**src/rtl/tcm_mem_loader_pkg.sv**
```systemverilog
// tcm_mem_loader_pkg
// Shared types and constants for the TCM write-side loader.
// Contents: TCM geometry, default frame sync byte, header byte positions
// and the loader state enum. The CSUM state exists only when
// TCM_MEM_LOADER_CHECKSUM_EN is defined.
package tcm_mem_loader_pkg;

   localparam int TCM_ADDR_W     = 14;
   localparam int TCM_DATA_W     = 64;
   localparam int BYTES_PER_WORD = 8;

   localparam logic [7:0] SYNC_BYTE_DEF = 8'hA5;

   // Byte positions within the frame header
   localparam int HDR_SYNC    = 0;
   localparam int HDR_ADDR_LO = 1;
   localparam int HDR_ADDR_HI = 2;
   localparam int HDR_LEN_LO  = 3;
   localparam int HDR_LEN_HI  = 4;
   localparam int HDR_BYTES   = 5;

   typedef enum logic [2:0] {
      ST_IDLE  = 3'd0,
      ST_ADDR0 = 3'd1,
      ST_ADDR1 = 3'd2,
      ST_LEN0  = 3'd3,
      ST_LEN1  = 3'd4,
      ST_DATA  = 3'd5,
`ifdef TCM_MEM_LOADER_CHECKSUM_EN
      ST_WRITE = 3'd6,
      ST_CSUM  = 3'd7
`else
      ST_WRITE = 3'd6
`endif
   } state_e;

endpackage

```
**src/rtl/tcm_mem_loader_asm.sv**
```systemverilog
// tcm_mem_loader_asm
// Byte-lane assembler: packs consecutive bytes little-endian into a 64-bit
// word. Lane counter wraps after byte 7, so the next word starts at lane 0.
// Ports:
//   clk_i, rst_ni   clock, async active-low reset
//   clear_i         restart at lane 0 with an all-zero word
//   load_i, byte_i  store byte_i into the current lane and advance
//   word_o          assembled word
//   word_full_o     high in the cycle the byte for lane 7 is loaded
module tcm_mem_loader_asm
   import tcm_mem_loader_pkg::*;
(
   input  logic                  clk_i,
   input  logic                  rst_ni,
   input  logic                  clear_i,
   input  logic                  load_i,
   input  logic [7:0]            byte_i,
   output logic [TCM_DATA_W-1:0] word_o,
   output logic                  word_full_o
);

   logic [2:0]            lane_q;
   logic [TCM_DATA_W-1:0] word_q;

   always_ff @(posedge clk_i or negedge rst_ni) begin
      if (!rst_ni) begin
         lane_q <= 3'd0;
         word_q <= '0;
      end else if (clear_i) begin
         lane_q <= 3'd0;
         word_q <= '0;
      end else if (load_i) begin
         lane_q                      <= lane_q + 3'd1;
         word_q[{lane_q, 3'b000} +: 8] <= byte_i;
      end
   end

   assign word_o      = word_q;
   assign word_full_o = load_i && (lane_q == 3'd7);

endmodule

```
**src/rtl/tcm_mem_loader.sv**
```systemverilog
// tcm_mem_loader
// Parses a framed byte stream (SYNC, ADDR_LO, ADDR_HI, LEN_LO, LEN_HI,
// LEN x 8 data bytes[, checksum]) and issues full 64-bit writes to the TCM.
// Build option: TCM_MEM_LOADER_CHECKSUM_EN adds a trailing checksum byte
// (8-bit sum of every byte after SYNC) and a sticky error_o.
// Ports:
//   clk_i, rst_ni              clock, async active-low reset
//   in_valid_i/in_data_i/in_ready_o   byte stream handshake
//   mem_wr_o/mem_addr_o/mem_data_o    TCM write request, held until mem_accept_i
//   mem_accept_i               TCM takes the write this cycle
//   busy_o                     frame in progress
//   done_o                     one-cycle pulse in the IDLE cycle after frame end
//   error_o                    sticky checksum mismatch (0 without checksum)
//
// state  | meaning
// IDLE   | hunting for SYNC_BYTE, other bytes dropped
// ADDR0  | expecting address low byte
// ADDR1  | expecting address high byte (bits 7:6 ignored)
// LEN0   | expecting word count low byte
// LEN1   | expecting word count high byte
// DATA   | collecting 8 data bytes into the assembler
// WRITE  | write request pending on the TCM port, stream stalled
// CSUM   | expecting checksum byte (checksum builds only)
module tcm_mem_loader
   import tcm_mem_loader_pkg::*;
#(
   parameter int         ADDR_W    = TCM_ADDR_W,
   parameter int         DATA_W    = TCM_DATA_W,
   parameter logic [7:0] SYNC_BYTE = SYNC_BYTE_DEF
) (
   input  logic              clk_i,
   input  logic              rst_ni,
   input  logic              in_valid_i,
   input  logic [7:0]        in_data_i,
   output logic              in_ready_o,
   output logic              mem_wr_o,
   output logic [ADDR_W-1:0] mem_addr_o,
   output logic [DATA_W-1:0] mem_data_o,
   input  logic              mem_accept_i,
   output logic              busy_o,
   output logic              done_o,
   output logic              error_o
);

   state_e            state_q, state_d;
   logic [ADDR_W-1:0] addr_q, addr_d;
   logic [15:0]       len_q, len_d;
   logic              done_q, done_d;
   logic              ready_q;
   logic              hs;
   logic              sync_hs;
   logic              asm_clear, asm_load, word_full;

   // Holds in_ready_o low while in reset and for the first edge out of it.
   always_ff @(posedge clk_i or negedge rst_ni) begin
      if (!rst_ni) ready_q <= 1'b0;
      else         ready_q <= 1'b1;
   end

   assign in_ready_o = ready_q && (state_q != ST_WRITE);
   assign hs         = in_valid_i && in_ready_o;
   assign sync_hs    = hs && (state_q == ST_IDLE) && (in_data_i == SYNC_BYTE);

   tcm_mem_loader_asm u_asm (
      .clk_i       (clk_i),
      .rst_ni      (rst_ni),
      .clear_i     (asm_clear),
      .load_i      (asm_load),
      .byte_i      (in_data_i),
      .word_o      (mem_data_o),
      .word_full_o (word_full)
   );

   always_comb begin
      state_d   = state_q;
      addr_d    = addr_q;
      len_d     = len_q;
      done_d    = 1'b0;
      asm_clear = 1'b0;
      asm_load  = 1'b0;
      unique case (state_q)
         ST_IDLE: begin
            if (sync_hs) begin
               asm_clear = 1'b1;
               state_d   = ST_ADDR0;
            end
         end
         ST_ADDR0: begin
            if (hs) begin
               addr_d[7:0] = in_data_i;
               state_d     = ST_ADDR1;
            end
         end
         ST_ADDR1: begin
            if (hs) begin
               addr_d[ADDR_W-1:8] = in_data_i[ADDR_W-9:0];
               state_d            = ST_LEN0;
            end
         end
         ST_LEN0: begin
            if (hs) begin
               len_d[7:0] = in_data_i;
               state_d    = ST_LEN1;
            end
         end
         ST_LEN1: begin
            if (hs) begin
               len_d[15:8] = in_data_i;
               if ({in_data_i, len_q[7:0]} == 16'd0) begin
`ifdef TCM_MEM_LOADER_CHECKSUM_EN
                  state_d = ST_CSUM;
`else
                  state_d = ST_IDLE;
                  done_d  = 1'b1;
`endif
               end else begin
                  state_d = ST_DATA;
               end
            end
         end
         ST_DATA: begin
            if (hs) begin
               asm_load = 1'b1;
               if (word_full) state_d = ST_WRITE;
            end
         end
         ST_WRITE: begin
            if (mem_accept_i) begin
               addr_d = addr_q + ADDR_W'(1);
               len_d  = len_q - 16'd1;
               if (len_q == 16'd1) begin
`ifdef TCM_MEM_LOADER_CHECKSUM_EN
                  state_d = ST_CSUM;
`else
                  state_d = ST_IDLE;
                  done_d  = 1'b1;
`endif
               end else begin
                  state_d = ST_DATA;
               end
            end
         end
`ifdef TCM_MEM_LOADER_CHECKSUM_EN
         ST_CSUM: begin
            if (hs) begin
               state_d = ST_IDLE;
               done_d  = 1'b1;
            end
         end
`endif
         default: state_d = ST_IDLE;
      endcase
   end

   always_ff @(posedge clk_i or negedge rst_ni) begin
      if (!rst_ni) begin
         state_q <= ST_IDLE;
         addr_q  <= '0;
         len_q   <= '0;
         done_q  <= 1'b0;
      end else begin
         state_q <= state_d;
         addr_q  <= addr_d;
         len_q   <= len_d;
         done_q  <= done_d;
      end
   end

`ifdef TCM_MEM_LOADER_CHECKSUM_EN
   logic [7:0] sum_q, sum_d;
   logic       err_q, err_d;

   always_comb begin
      sum_d = sum_q;
      err_d = err_q;
      if (sync_hs) begin
         sum_d = 8'd0;
         err_d = 1'b0;
      end else if (hs && (state_q == ST_CSUM)) begin
         if (in_data_i != sum_q) err_d = 1'b1;
      end else if (hs && (state_q != ST_IDLE)) begin
         sum_d = sum_q + in_data_i;
      end
   end

   always_ff @(posedge clk_i or negedge rst_ni) begin
      if (!rst_ni) begin
         sum_q <= 8'd0;
         err_q <= 1'b0;
      end else begin
         sum_q <= sum_d;
         err_q <= err_d;
      end
   end

   assign error_o = err_q;
`else
   assign error_o = 1'b0;
`endif

   assign mem_wr_o   = (state_q == ST_WRITE);
   assign mem_addr_o = addr_q;
   assign busy_o     = (state_q != ST_IDLE);
   assign done_o     = done_q;

endmodule
```
**config.mk**
```make
export PLATFORM = sky130hd
export DESIGN_NAME = tcm_mem_loader
export DESIGN_NICKNAME = d
export VERILOG_FILES = /design/src/rtl/tcm_mem_loader_pkg.sv /design/src/rtl/tcm_mem_loader_asm.sv /design/src/rtl/tcm_mem_loader.sv
export SDC_FILE = /design/constraint.sdc
export NUM_CORES = 1
export LEC_CHECK = 0
export BUFFER_PORTS_ARGS = -buffer_cell sky130_fd_sc_hd__buf_4
export CORE_UTILIZATION = 57
export CTS_CLUSTER_DIAMETER = 60
export DETAILED_ROUTE_END_ITERATION = 7
export GPL_ROUTABILITY_DRIVEN = 0
export PLACE_DENSITY_LB_ADDON = 0.3
export SLEW_MARGIN = 20
export SYNTH_ARGS = -nofsm -noshare
export SYNTH_HDL_FRONTEND = slang
export SYNTH_SLANG_ARGS = --single-unit
```
**constraint.sdc**
```tcl
create_clock -name clk_i -period 3.15 [get_ports clk_i]
set_input_delay 0.63 -clock clk_i [delete_from_list [all_inputs] [get_ports clk_i]]
set_output_delay 0.63 -clock clk_i [all_outputs]
set_load 0.1 [all_outputs]
```
==> results of run 1 <==
-- sequential cells by signal, indices dropped and copies added (netlist names) --
register      flops
mem_addr_o       14
u_asm.lane_q      3
state_q           3
done_o            1
ready_q           1
u_asm.word_o     64
len_q            16
-- layer usage --
layer  track usage  share of wire  up-vias
li1              -              -     2297
met1         0.392           0.41     2430
met4         0.128          0.027        0
met2         0.508           0.50      233
met5             0              0        -
met3        0.0472          0.067       30
-- critical path, cell delays in order (launching register included) --
cell and delay [ns]:
dfrtp_1 0.63, inv_1 0.12, ha_1 0.25, ha_1 0.44, and4b_1 0.30, nand3_1 0.14, a21oi_4 0.37, mux2_4 0.34
-- through the flow --
stage | std cells | utilization | area, µm²
2_1_floorplan | 584 | - | 5590
3_3_place_gp | 783 | 0.684 | 6410
3_5_place_dp | 783 | 0.684 | 6410
4_1_cts | 799 | 0.704 | 6600
5_1_grt | 799 | 0.704 | 6600
6_report | 799 | 0.704 | 6600
-- cells in the final DEF (no fill, tap or decap), types with 5 or more instances in the layout --
| cell type | count |
|---|---|
| buf_4 | 104 |
| dfrtp_1 | 102 |
| nor2_1 | 72 |
| a21oi_1 | 33 |
| o21ai_0 | 33 |
| nand2_1 | 26 |
| mux2i_1 | 26 |
| inv_1 | 25 |
| nor3_1 | 18 |
| nand2b_1 | 15 |
| nand3_1 | 14 |
| nand4_1 | 13 |
| a22o_1 | 12 |
| o22a_1 | 11 |
| mux2_4 | 11 |
| ha_1 | 11 |
| nor4_1 | 10 |
| clkbuf_8 | 10 |
| o2bb2ai_1 | 8 |
| a31oi_1 | 7 |
| o21a_1 | 7 |
| o211ai_1 | 6 |
| nand3b_1 | 5 |
| and4_1 | 5 |
| or3_1 | 5 |
| and2_1 | 5 |
| a21o_1 | 5 |
| o22ai_1 | 5 |
-- layout make-up --
class | instances | area, µm² | area share
multi-input combinational | 422 | 2800 | 0.424
sequential | 102 | 2550 | 0.387
timing repair buffer | 105 | 801 | 0.121
tap | 129 | 161 | 0.0245
clock buffer | 10 | 138 | 0.0209
inverter | 25 | 93.8 | 0.0142
clock inverter | 6 | 51.3 | 0.00778
-- power breakdown --
part / leakage, nW / switching [mW] / internal [mW] / total, mW
logic: 1.64 / 3.33 / 1.08 / 4.41
registers: 1.29 / 0.444 / 1.70 / 2.15
clock network: 0.0996 / 0.495 / 0.324 / 0.819
-- cells by family after synthesis --
kind of cell | count (synthesis)
simple gates | 211
compound gates | 156
flops | 102
buf+inv | 60
mux | 41
fa+ha+maj | 11
other cells | 2
xor+xnor | 1
-- worst min path at each step --
stage,from,endpoint
after CTS,rst_ni,u_asm.word_o[35]
after global placement,u_asm.word_o[35],u_asm.word_o[35]
final,rst_ni,u_asm.word_o[35]
after global routing,rst_ni,u_asm.word_o[35]
after floorplan,rst_ni,done_o
after detailed placement,u_asm.word_o[36],u_asm.word_o[36]
==> run metrics, run 1 <==
share of the synthesized area in the top cell type 0.456; Async S/R FF share, synth 1.00; syn nets 607; Die Span X 101 µm; most common cell in the netlist dfrtp_1; Initial DRT Pass Iterations 5; main combinational cell family by area after synthesis simple AND/OR/NAND/NOR gates; post-DR vias/cell 6.25; final hold vios 0; Slew Limit Fails 0; CP required 3.42 ns; Nets 688; DR WL/cell 18.3 µm; initial antenna violation count 0; Clock Latency Late Sink 0.38 ns; vias in the first global route 4797; CTS buffer count 9; antenna viol nets, final 0; min Tclk post-route about 2.7 ns; CTS tree built; Core Box Area 0.00937 mm²; worst-margin pin slew between 0.6 and 0.7 ns; Netlist cell types 60; FILL cells 747; ANT cells 0; row count 35; # IOs between 90 and 100; Post-synth top cells dfrtp_1, nor2_1, a21oi_1, o21ai_0; Clk pin slew, worst setup/hold paths 0.11 ns; synth top area cells dfrtp_1, nor2_1, mux2i_1, a21oi_1, mux2_4; Post-CTS Setup Bufs 0; largest net degree at the start of global routing 54; first-pass GRT wire length 24000 µm; worst hold slack between 0.2 and 0.3 ns; worst slack, placed around 0.28 ns; syn avg cell area 9.58 µm²; post-cts sizing count 0; Layout Skew 0.00937 ns; CP Launch Point u_asm.lane_q[0]; r2r worst-path depth 7; Initial Util 0.597; Post-Synthesis Cells roughly 580; simple-gate portion of the synthesized area 0.198; die area 0.0102 mm²; TNS Setup 0 ns; worst reg2reg setup slack 0.46 ns; layout cells sized above 1 0.216; Max IR drop VDD 0.916 mV; multiplexer share of the synthesized area 0.0841; Design Power roughly 7.4 mW; crit path max fanout 14; routed via count between 4000 and 5000; PortBufs 93; Area Growth Syn to Fin 17.9%; Initial DRC Count 346; crit path to u_asm.word_o[11]; reg-to-reg critical path endpoint u_asm.word_o[11]; R2R Path Start u_asm.lane_q[0]; # Max-Cap Violations 0; total global-route track usage 0.303; fmax 371 MHz; period utilization 0.855; warnings from Yosys 0; Post-synth EDFFs 0; post-detail-place hpwl 10400 µm; CTS sink count about 100; H-tree levels 3; Worst Slack Setup Final 0.457 ns; compound-gate portion of the synthesized area 0.191; Final setup viols 0; Rel. slew slack 0.541; status finished, final reports clean; Lkg Pwr 3.03 nW; Setup Crit Path Kind flip-flop to flip-flop; Cell Area, Synth ~0.0056 mm²; RSZ-0062 raised after global routing false; Yosys top cell by area dfrtp_1; gr ovfl total 0; flops & latches, synth 102; hold_buf cts 0; Worst setup SP type flip-flop; Worst Setup End Kind flip-flop; Max Root-Sink Buffers 2; Synth Flop Type dfrtp_1; Seq/Total Area, Yosys 0.456; cell area power density 1120 mW/mm²; Root Buffer clkbuf_8; Post-Synth Adder-Cell Area 0.0246; final WL roughly 15000 µm; DR DRC count 0; Worst Path Arrival 2.96 ns; Hold Crit Class input pin to asynchronous set/reset pin; die height 101 µm; Post-Synth XOR/XNOR Area 0.00157
No activity file was read; power rests on OpenSTA's default activity.
==> inputs of run 2 (changes only) <==
--- a/config.mk
+++ b/config.mk
@@ -14,4 +14,5 @@
 export SLEW_MARGIN = 20
 export SYNTH_ARGS = -nofsm -noshare
 export SYNTH_HDL_FRONTEND = slang
+export SYNTH_HIERARCHICAL = 1
 export SYNTH_SLANG_ARGS = --single-unit
==> run 2 against run 1 <==
Sequential share of layout area up 1.2 points; critical endpoint is now u_asm/word_o[48]; highest routed layer unchanged; global-route usage down 1.8 points; core utilization down 1.4 points; largest cell class unchanged; register-to-register slack worse by 0.02 ns; hold slack better by 0.058 ns; count of clock-buffer cells in the layout down 1; synthesized area down 1.7%; first-iteration DRC count down 51%; worst setup slack worse by 0.018 ns; die area down 1.7%; critical path type unchanged; fmax down 0.65%; cell count down 8.1%.
==> run metrics, run 2 <==
gr ovfl total 0 (unchanged); worst-margin pin slew 0.839 ns (+0.150 ns); # Max-Cap Violations 0 (unchanged); Initial Util 0.592 (-0.00488); Initial DRC Count 171 (-51%); most common cell after layout, fill and taps aside dfrtp_1; CTS buffer count 9 (unchanged); post-DR vias/cell 5.92 (-5.3%); Seq/Total Area, Yosys 0.464 (+0.00810); r2r worst-path depth 5 (-2); Post-CTS Setup Bufs 0 (unchanged); CTS sink count 102 (unchanged); post-cts sizing count 0 (unchanged); H-tree levels 3 (unchanged); crit path max fanout 10 (-4); most common cell in the netlist dfrtp_1; Max Root-Sink Buffers 2 (unchanged); Post-synth top cells dfrtp_1, nand2b_1, mux2i_1, nor2_1, a21oi_1; flops & latches, synth 102 (unchanged); largest net degree at the start of global routing 65 (+20%); share of the synthesized area in the top cell type 0.464 (+0.00810); R2R Path Start state_q[0]; row count 35 (unchanged); # IOs 95 (unchanged); die area 0.0100 mm² (-1.7%); max reg flops 64 (unchanged); Nets 621 (-9.7%); RSZ-0062 raised after global routing false; Area Growth Syn to Fin 16.5%; Cell Area, Synth 0.00550 mm² (-1.7%); synth top area cells dfrtp_1, mux2i_1, nand2b_1, o22a_1, a21oi_1; Synth Flop Type dfrtp_1; fmax 369 MHz (-0.65%); Layout Skew 0.0173 ns (+0.00790 ns); Setup Crit Path Kind flip-flop to flip-flop; ANT cells 0 (unchanged); most frequent cells in the layout dfrtp_1, buf_4, nand2b_1; vias in the first global route 4395 (-8.4%); die height 100 µm (-0.86%); syn nets 551 (-9.2%); PortBufs 93 (unchanged); Core Box Area 0.00928 mm² (-0.93%); Initial DRT Pass Iterations 5 (unchanged); Netlist cell types 67 (+12%); CP required 3.43 ns (about the same); routed via count 4342 (-13%); total global-route track usage 0.286 (-0.0176); Die Span X 100 µm (-0.86%); post-detail-place hpwl 9600 µm (-7.5%); CTS tree built; Clock Latency Late Sink 0.38 ns (about the same); CP Launch Point state_q[0]; Final setup viols 0 (unchanged); antenna viol nets, final 0 (unchanged); hold_buf cts 0 (unchanged); initial antenna violation count 0 (unchanged); Yosys top cell by area dfrtp_1; TNS Setup 0 ns (unchanged); Post-Synthesis Cells 530 (-9.2%); period utilization 0.860 (+0.00557); Slew Limit Fails 0 (unchanged); final WL 13600 µm (-6.9%); Worst Path Arrival 2.99 ns (+0.03 ns); Rel. slew slack 0.441 (-0.100); Root Buffer clkbuf_8; DR DRC count 0 (unchanged); warnings from Yosys 6 (+6); syn avg cell area 10.4 µm² (+8.3%); first-pass GRT wire length 22300 µm (-7.2%); DR WL/cell 18.5 µm (+1.4%); final hold vios 0 (unchanged); layout cells sized above 1 0.228 (+0.0117); status finished, final reports clean; Clk pin slew, worst setup/hold paths 0.11 ns (about the same); Hold Crit Class input pin to asynchronous set/reset pin; min Tclk post-route 2.71 ns (+0.0176 ns); Worst setup SP type flip-flop; Worst Setup End Kind flip-flop; Async S/R FF share, synth 1.00 (unchanged); Post-synth EDFFs 0 (unchanged)
## run 2: cell count changes in the layout (fill, tap and decap cells not counted), sizes merged, moves of 6 or more
cell     previous run  this run
nand2b             15        73
nor2               72        28
mux2i              26        66
o21ai              36        20
mux2               15         2
a21oi              36        26
inv                29        19
nor3               19         9
a22o               12         3
o2bb2ai             8         0
buf               105        99
## run 2: kinds of logic (layout without fill, tap and decap cells)
kind of cell / Yosys count / after routing / share of synthesized area
muxes: 68 / 68 / 0.124
and+or+nand+nor: 192 / 192 / 0.215
buffers and inverters: 55 / 130 / 0.0480
xor gates and xnor gates: 2 / 2 / 0.00319
DFF: 102 / 102 / 0.464
adders and majority gates: 9 / 9 / 0.0205
other: 2 / 2 / 0.00137
AOI/OAI and AO/OA: 100 / 100 / 0.123
## run 2: stage by stage
step,cell area (µm²),instances,hold WS (ns),util,worst slack (ns)
6_report,6400,734,0.326,0.690,0.440
5_1_grt,6400,734,0.409,0.690,0.220
4_1_cts,6400,734,0.367,0.690,0.454
3_5_place_dp,6220,718,0.507,0.670,0.453
3_3_place_gp,6220,718,0.500,0.670,0.522
2_1_floorplan,5500,530,0.334,-,0.472
## run 2: area by class of cell
type	instances	area, µm²
inverters	15	56.3
clock inverters	7	63.8
clock buffers	9	124
flip-flops and latches	102	2550
repair buffers	99	756
multi-input cells	373	2690
well taps	129	161
fillers	734	2880
## run 2: layer usage
layer,vias up,track usage,share of wire
met2,150,0.479,0.50
met3,37,0.0383,0.053
met5,-,0,0
met4,0,0.128,0.033
met1,2147,0.371,0.42
li1,2008,-,-
## run 2: critical path, cell delays in order, from the launching register on
cell and delay (ns):
dfrtp_1 0.54, nor2b_1 0.40, and3_1 0.49, nor2b_4 0.31
nand4b_1 0.53, mux2i_1 0.34
## run 2: worst paths after layout
path / endpoint / slack [ns]
setup / recovery: u_asm/word_o[48] / 0.44
min in group clk_i: mem_addr_o[13] / 0.54
setup reg to reg: u_asm/word_o[48] / 0.44
hold / removal: u_asm/word_o[26] / 0.33
hold reg to reg: mem_addr_o[13] / 0.54
max in group asynchronous: mem_addr_o[10] / 2.12
Power of run 2 is left out: the tool's default activity adds up to more than one toggle a clock period on the data nets, which glitch-free logic cannot reach.
==> inputs of run 3 (changes only) <==
--- a/config.mk
+++ b/config.mk
@@ -6,7 +6,9 @@
 export NUM_CORES = 1
 export LEC_CHECK = 0
 export BUFFER_PORTS_ARGS = -buffer_cell sky130_fd_sc_hd__buf_4
-export CORE_UTILIZATION = 57
+export CORE_MARGIN = 1
+export CORE_UTILIZATION = 58
+export CTS_BUF_LIST = sky130_fd_sc_hd__clkbuf_8
 export CTS_CLUSTER_DIAMETER = 60
 export DETAILED_ROUTE_END_ITERATION = 7
 export GPL_ROUTABILITY_DRIVEN = 0
==> run 3 against run 2 <==
The flow now finishes with violations (design-rule violations); count of clock-buffer cells in the layout did not move; worst setup slack got worse by 0.082 ns; critical endpoint is now u_asm/word_o[54]; routed wire length rose by 2.4%; die area fell by 1.7%; hold slack got worse by 0.041 ns; sequential cell count did not move; design area rose by 0.27%; sequential share of layout area fell by 0.11 points; via count rose by 1.1%; first-iteration DRC count rose by 39%; largest cell class unchanged; fmax fell by 3.0%.
==> run metrics, run 3 (synthesis results as in run 2) <==
Slew Limit Fails 0 (unchanged); Core Box Area 0.00920 mm² (-0.94%); initial antenna violation count 0 (unchanged); fmax 358 MHz (-3.0%); Initial Util 0.598 (+0.00564); register area 0.00255 mm² (unchanged); layout cells sized above 1 0.233 (+0.00507); critical path cell sequence nor2b_1, and3_1, nor2b_4, nand4b_1, mux2i_1; status complete, but fails checks; gr ovfl total 0 (unchanged); Hold Crit Class input pin to asynchronous set/reset pin; FILL cells 701 (-4.5%); hold_buf cts 0 (unchanged); DR DRC count 2 (+2); Initial DRT Pass Iterations 7 (+2); Clock Latency Late Sink 0.37 ns (about the same); antenna viol nets, final 0 (unchanged); Rel. slew slack 0.539 (+0.0985); CTS buffer count 9 (unchanged); max reg flops 64 (unchanged); DR WL/cell 19.4 µm (+4.4%); RSZ-0062 raised after global routing false; largest net degree at the start of global routing 53 (-18%); row count 35 (unchanged); worst-margin pin slew 0.692 ns (-0.148 ns); vias in the first global route 4413 (+0.41%); period utilization 0.887 (+0.0262); post-cts sizing count 0 (unchanged); H-tree levels 3 (unchanged); failing checks design-rule violations; routed via count 4389 (+1.1%); Final setup viols 0 (unchanged); Worst Path Arrival 3.08 ns (+0.09 ns); PortBufs 93 (unchanged); die area 0.00987 mm² (-1.7%); Setup Crit Path Kind flip-flop to flip-flop; Initial DRC Count 237 (+39%); CP Buf/Inv Count 0 (unchanged); first-pass GRT wire length 22800 µm (+2.2%); # IOs 95 (unchanged); final hold vios 0 (unchanged); total global-route track usage 0.299 (+0.0134); Worst setup SP type flip-flop; Area Growth Syn to Fin 16.8%; Post-CTS Setup Bufs 0 (unchanged); most frequent cells in the layout dfrtp_1, buf_4, nand2b_1; Clk pin slew, worst setup/hold paths 0.11 ns (about the same); Die Span X 99.4 µm (-0.85%); TNS Setup 0 ns (unchanged); Worst Setup End Kind flip-flop; final WL 13900 µm (+2.4%); crit path max fanout 14 (+4); CTS tree built; Layout Skew 0.0110 ns (-0.00625 ns); Root Buffer clkbuf_8; CP peak stage delay 0.55 ns (about the same); Max Root-Sink Buffers 2 (unchanged); post-detail-place hpwl 9880 µm (+2.9%); min Tclk post-route 2.79 ns (+0.0824 ns); CTS sink count 102 (unchanged); ANT cells 0 (unchanged); area of the multi-input gates 0.00269 mm² (unchanged); Worst path slowest cell dfrtp_1; cell family with most CP delay simple AND/OR/NAND/NOR gates; CP required 3.43 ns (about the same); # Max-Cap Violations 0 (unchanged); Nets 625 (+0.64%); die height 99.4 µm (-0.85%); worst reg2reg setup slack 0.36 ns (-0.08 ns); post-DR vias/cell 6.10 (+3.0%)
-- run 3: cell count changes in the layout (fill, tap and decap cells not counted), sizes merged --
cell	change
buf	+4
clkinv	+2
clkinvlp	-2
-- run 3: path summary, 6_finish.rpt --
path / startpoint / end / cells past startpoint
min in group clk_i: mem_addr_o[8] / mem_addr_o[8] / 1
max reg2reg: state_q[1] / u_asm/word_o[54] / 5
max in group asynchronous: rst_ni / mem_addr_o[6] / 2
max: state_q[1] / u_asm/word_o[54] / 5
min reg2reg: mem_addr_o[8] / mem_addr_o[8] / 1
min: rst_ni / u_asm/word_o[24] / 1
-- run 3: cell type report --
| cell class | count | area share |
|---|---|---|
| repair buffers | 103 | 0.122 |
| inverters | 15 | 0.00877 |
| well taps | 111 | 0.0216 |
| multi-input cells | 373 | 0.419 |
| clock inverters | 7 | 0.0115 |
| flip-flops and latches | 102 | 0.398 |
| clock buffers | 9 | 0.0193 |
-- run 3: per-stage QoR --
stage	util	instance area, µm²	hold slack, ns	setup slack, ns	std cells
2_1_floorplan	-	5500	0.334	0.472	530
3_3_place_gp	0.677	6220	0.498	0.509	704
3_5_place_dp	0.677	6220	0.513	0.442	704
4_1_cts	0.698	6420	0.302	0.368	720
5_1_grt	0.698	6420	0.330	0.195	720
6_report	0.698	6420	0.285	0.357	720
-- run 3: layer usage --
metal	global-route usage	vias to the layer above	part of all wire	wire length [µm]
li1	-	2029	-	-
met1	0.390	2151	0.42	5920
met2	0.505	180	0.50	6920
met3	0.0436	29	0.051	710
met4	0.122	0	0.028	392
met5	0	-	0	0
Power of run 3 is left out for the same reason.
